**src/rtl/counter_sequencer_if.sv**
```systemverilog
// Host command port of the counter sequencer: valid/ready handshake plus the command payload.
interface counter_sequencer_if #(
  parameter int WIDTH = 4
);
  logic             cmd_valid;
  logic             cmd_ready;
  logic [1:0]       cmd_op;
  logic [WIDTH-1:0] cmd_value;
  logic             cmd_up;
  logic             cmd_reload;

  modport master (
    output cmd_valid, cmd_op, cmd_value, cmd_up, cmd_reload,
    input  cmd_ready
  );

  modport slave (
    input  cmd_valid, cmd_op, cmd_value, cmd_up, cmd_reload,
    output cmd_ready
  );
endinterface

```
**src/rtl/counter_sequencer.sv**
```systemverilog
// Command-driven sequencer that turns an up/down load counter into a one-shot or auto-reload timer.
// Define COUNTER_SEQ_WRAP_CNT_EN to build the saturating reload-event counter wrap_count.
//
// state | meaning
// IDLE  | waiting for START; counter holds
// LOAD  | counter loaded with captured start value (one cycle)
// RUN   | counting one step per cycle toward terminal
// HOLD  | paused; counter holds until RESUME
module counter_sequencer #(
  parameter int WIDTH  = 4,
  parameter int WRAP_W = 8
) (
  input  logic                 clk,
  input  logic                 rst_n,
  counter_sequencer_if.slave   cmd,
  input  logic                 zero,
  input  logic                 max_count,
  output logic                 load_n,
  output logic                 ce,
  output logic                 up_down,
  output logic [WIDTH-1:0]     data_load,
  output logic                 busy,
  output logic                 done,
  output logic [WRAP_W-1:0]    wrap_count
);

  typedef enum logic [1:0] {
    IDLE = 2'd0,
    LOAD = 2'd1,
    RUN  = 2'd2,
    HOLD = 2'd3
  } state_t;

  localparam logic [1:0] OP_START  = 2'b00;
  localparam logic [1:0] OP_STOP   = 2'b01;
  localparam logic [1:0] OP_PAUSE  = 2'b10;
  localparam logic [1:0] OP_RESUME = 2'b11;

  state_t state, state_nxt;
  logic   reload;
  logic   term;
  logic   accept;
  logic   start_acc;
  logic   oneshot_end;
  logic   reload_evt;

  assign accept      = cmd.cmd_valid && cmd.cmd_ready;
  assign start_acc   = accept && (cmd.cmd_op == OP_START);
  assign term        = up_down ? max_count : zero;
  assign oneshot_end = (state == RUN) && term && !reload;
  assign reload_evt  = (state == RUN) && term && reload;

  assign cmd.cmd_ready = (state != LOAD);
  assign busy          = (state != IDLE);
  assign done          = (state == RUN) && term;
  assign load_n        = !((state == LOAD) || reload_evt);
  assign ce            = (state == RUN) && !term;

  always_ff @(posedge clk or negedge rst_n) begin
    if (!rst_n) begin
      state     <= IDLE;
      data_load <= '0;
      up_down   <= 1'b0;
      reload    <= 1'b0;
    end else begin
      state <= state_nxt;
      if (start_acc) begin
        data_load <= cmd.cmd_value;
        up_down   <= cmd.cmd_up;
        reload    <= cmd.cmd_reload;
      end
    end
  end

  // Terminal handling first, then an accepted command overrides the next state.
  always_comb begin
    state_nxt = state;
    unique case (state)
      IDLE: state_nxt = IDLE;
      LOAD: state_nxt = RUN;
      RUN:  if (oneshot_end) state_nxt = IDLE;
      HOLD: state_nxt = HOLD;
      default: state_nxt = IDLE;
    endcase
    if (accept) begin
      unique case (cmd.cmd_op)
        OP_START:  state_nxt = LOAD;
        OP_STOP:   if (state == RUN || state == HOLD) state_nxt = IDLE;
        OP_PAUSE:  if (state == RUN && !oneshot_end) state_nxt = HOLD;
        OP_RESUME: if (state == HOLD) state_nxt = RUN;
        default:   state_nxt = state_nxt;
      endcase
    end
  end

`ifdef COUNTER_SEQ_WRAP_CNT_EN
  logic [WRAP_W-1:0] wrap_q;

  // START clears even when it coincides with a reload event.
  always_ff @(posedge clk or negedge rst_n) begin
    if (!rst_n) begin
      wrap_q <= '0;
    end else if (start_acc) begin
      wrap_q <= '0;
    end else if (reload_evt && (wrap_q != {WRAP_W{1'b1}})) begin
      wrap_q <= wrap_q + 1'b1;
    end
  end

  assign wrap_count = wrap_q;
`else
  assign wrap_count = '0;
`endif

endmodule

```
**src/flat_wrapper.sv**
```systemverilog
// flat-port wrapper written by rule: the top's interface ports become plain ports
module counter_sequencer_flat 
#(
  parameter int WIDTH  = 4,
  parameter int WRAP_W = 8
)
  (clk, rst_n, zero, max_count, load_n, ce, up_down, data_load, busy, done, wrap_count, cmd_cmd_valid, cmd_cmd_op, cmd_cmd_value, cmd_cmd_up, cmd_cmd_reload, cmd_cmd_ready);
  counter_sequencer_if #(.WIDTH(WIDTH)) cmd_i ();
  input  logic clk;
  input  logic rst_n;
  input  logic zero;
  input  logic max_count;
  output logic load_n;
  output logic ce;
  output logic up_down;
  output logic [WIDTH-1:0] data_load;
  output logic busy;
  output logic done;
  output logic [WRAP_W-1:0] wrap_count;
  input wire logic [$bits(cmd_i.cmd_valid)-1:0] cmd_cmd_valid;
  input wire logic [$bits(cmd_i.cmd_op)-1:0] cmd_cmd_op;
  input wire logic [$bits(cmd_i.cmd_value)-1:0] cmd_cmd_value;
  input wire logic [$bits(cmd_i.cmd_up)-1:0] cmd_cmd_up;
  input wire logic [$bits(cmd_i.cmd_reload)-1:0] cmd_cmd_reload;
  output wire logic [$bits(cmd_i.cmd_ready)-1:0] cmd_cmd_ready;
  assign cmd_i.cmd_valid = cmd_cmd_valid;
  assign cmd_i.cmd_op = cmd_cmd_op;
  assign cmd_i.cmd_value = cmd_cmd_value;
  assign cmd_i.cmd_up = cmd_cmd_up;
  assign cmd_i.cmd_reload = cmd_cmd_reload;
  assign cmd_cmd_ready = cmd_i.cmd_ready;
  counter_sequencer #(.WIDTH(WIDTH), .WRAP_W(WRAP_W)) u_core (.clk(clk), .rst_n(rst_n), .cmd(cmd_i), .zero(zero), .max_count(max_count), .load_n(load_n), .ce(ce), .up_down(up_down), .data_load(data_load), .busy(busy), .done(done), .wrap_count(wrap_count));
endmodule
```
**config.mk**
```make
export PLATFORM = sky130hd
export DESIGN_NAME = counter_sequencer_flat
export DESIGN_NICKNAME = d
export VERILOG_FILES = /design/src/rtl/counter_sequencer_if.sv /design/src/rtl/counter_sequencer.sv /design/src/flat_wrapper.sv
export SDC_FILE = /design/constraint.sdc
export NUM_CORES = 1
export LEC_CHECK = 0
export ABC_AREA = 1
export BUFFER_PORTS_ARGS = -buffer_cell sky130_fd_sc_hd__buf_4
export CORE_UTILIZATION = 32
export CTS_BUF_LIST = sky130_fd_sc_hd__clkbuf_8
export DETAILED_ROUTE_END_ITERATION = 10
export GPL_TIMING_DRIVEN = 1
export SYNTH_ARGS = -nofsm -noshare
export SYNTH_HDL_FRONTEND = slang
export SYNTH_SLANG_ARGS = --single-unit
export TNS_END_PERCENT = 1
```
**constraint.sdc**
```tcl
create_clock -name clk -period 2.7 [get_ports clk]
set_input_delay 0.405 -clock clk [delete_from_list [all_inputs] [get_ports clk]]
set_output_delay 0.405 -clock clk [all_outputs]
set_load 0.005 [all_outputs]
```
==> flow_summary.ini <==
[min_path]
hold_class = in -> reg
hp-start = cmd_cmd_up

[routing]
dr.pass1.iters = 1
wirelength_um = 845
vias = 427
drc = 0
first_iter_violations = 0
final_antenna_net_count = 0
post_drt_wl_per_cell_um = 7.97
vias_per_cell = 4.03

[logic_synthesis]
synth_area_leaders = dfrtp_1 39%, buf_4 12%, nand2_1 11%
syn_area_sq_um = 515
ys_ff_latch = 8
yosysTopAreaCellShare_pct = 38.8
async_flop_share_pct = 100
synth_cells = 66
synth-main-ff-cell = dfrtp_1
synthTopCellsByCount = 15 x nand2_1, 12 x inv_1, 8 x buf_4, 8 x dfrtp_1, 6 x nor2_1
synth_warnings = 0
synth_cell_types = 15
yosysMostFrequentCell = nand2_1
seq_area_frac_synth_pct = 38.8
synth.largest_area_cell = dfrtp_1
postSynthAreaPerCell_sq_um = 7.81
synth_edf_count = 0

[cells_and_area]
syn_to_final_growth_pct = 37.1
fillers = 160
drive_gt1_share_pct = 38.9
nNetsFinal = 105
stdcell_count = 106
n_antenna_cell = 0

[pwr]
swShare_pct = 32.6
p_leak_nw = 0.411
powerDensity_nw_per_um2 = 800
power.internal_uw = 381
p_clk_share_pct = 24.5
combPwrFrac_pct = 41.6
irDropWorstVdd_v = 0.000450
switchingPower_uw = 184
power_frac_seq_pct = 33.9

[sta]
hold_ws_ps = 422
fin_setup_tns_ps = 0
final_max_slew_viol_count = 0
finalHoldViolCount = 0
period_share_pct = 59.1
finClkSkew_ps = 0.398
max_freq_ghz = 0.627
setup_viol = 0
rsz0062_at_grt = false
post-route-min-period_ps = 1590

[floorplan]
start_util_pct = 34.2
rows = 14
dieHeight_um = 42.1
fp.coreArea_sq_um = 1510
dieArea_sq_um = 1780
dieWidth_um = 42.1
num_io_pins = 31

[clocking]
clk-insertion-delay-late_ps = 220
cts_tree = yes
numCtsBuffers = 3
cts_resized = 0
post_cts_buffers = 0
clockRootBuffer = clkbuf_8
clock-sinks = 8
clk_pin_slew_ps = 40
cts_buffer_depth = 2
cts_max_level = 1

[status]
status = complete, no violations

[setup_path]
end_kind = primary output
critPathKind = reg -> out
crit_path_start = u_core.state[1]
cp.required_ps = 2300
cp-start-kind = register
crit_fanout = 4
cp.arrival_ps = 1190
worstReg2RegStart = u_core.state[1]

[placement]
dp.cells = 102
io_buffers = 22
dp_hpwl_um = 675
place_congestion = 0.754

[global_route]
antenna_found_initial = 0
grtUsageTotal_pct = 10.5
grt_max_degree = 14
overflow = 0
grt_pass1_vias = 359
grt_pass1_wl_mm = 1.38

[flow_run]
cap_violations = 0
timing repair:
action | in CTS | in global routing
endpoints found under the setup margin | 0 | 0
hold buffers | 1 | 0
hold endpoints to repair | 8 | 0
routing by layer:
layer	vias to the layer above	global-route usage, %	part of all wire (%)
met5	-	0	0
met4	0	7.50	2.2
met3	2	3.02	9.7
met2	25	15.0	42
met1	170	13.3	46
li1	230	-	-
cell type report:
| type | instances | area, sq um | area share [%] |
|---|---|---|---|
| Multi-Input combinational cell | 43 | 221 | 31.3 |
| Sequential cell | 8 | 200 | 28.3 |
| Tap cell | 16 | 20.0 | 2.83 |
| Timing Repair Buffer | 23 | 175 | 24.8 |
| Clock buffer | 3 | 41.3 | 5.84 |
| Inverter | 13 | 48.8 | 6.90 |
sequential cells by signal, indices dropped and copies added (netlist names):
name and flops:
u_core.reload 1, u_core.up_down 1, u_core.data_load 4, u_core.state 2
power by group through the flow:
stage	clock network [mW]	logic, mW	registers, mW
after floorplan	0	0.134	0.192
after global placement	0	0.234	0.193
after detailed placement	0	0.239	0.192
after CTS	0.144	0.240	0.192
after global routing	0.149	0.265	0.198
final	0.139	0.235	0.192
per-stage QoR:
stage / total power [mW] / setup slack [ps] / utilization [%] / cell area [sq um]
floorplan: 0.326 / 1460 / - / 542
CTS: 0.576 / 1090 / 46.9 / 707
finish: 0.566 / 1110 / 46.9 / 707
global placement: 0.427 / 1290 / 43.5 / 656
global route: 0.613 / 958 / 46.9 / 707
detailed placement: 0.431 / 1280 / 43.5 / 656
placed cells by master (no fill, tap or decap):
cell type,synthesis,final
conb_1,1,8
inv_1,12,12
dfrtp_1,8,8
nor2_1,6,6
nand2_1,15,15
buf_4,8,22
nand3_4,1,1
a21oi_1,2,2
dlygate4sd3_1,0,1
nor2_2,1,1
o21ai_2,4,4
nand2_4,1,1
a21oi_2,2,2
nand3_1,3,3
inv_2,1,1
clkbuf_8,0,3
final timing paths:
kind | slack [ps] | cells past startpoint | end
worst max-delay path | 1110 | 8 | load_n
worst min register to register | 480 | 2 | u_core.data_load[2]
max in group asynchronous | 2050 | 2 | u_core.state[1]
min in group asynchronous | 520 | 2 | u_core.data_load[2]
worst max register to register | 1650 | 5 | u_core.reload
worst min-delay path | 420 | 3 | u_core.up_down
cells by family after synthesis:
kind of cell,Yosys count,share of synthesized area [%]
AO/OA/AOI/OAI,8,12.1
buffers and inverters,22,23.3
flip-flops,8,38.8
other,1,0.727
AND/OR/NAND/NOR,27,25.0
worst max-delay path: stages, from the launching register on:
cell     delay, ps
dfrtp_1        380
inv_2           70
nor2_1          80
inv_1           60
nor2_2         110
nand2_1         50
nand2_1         50
inv_1           30
buf_4          120
Note: power is estimated with default switching activity, not from simulation.
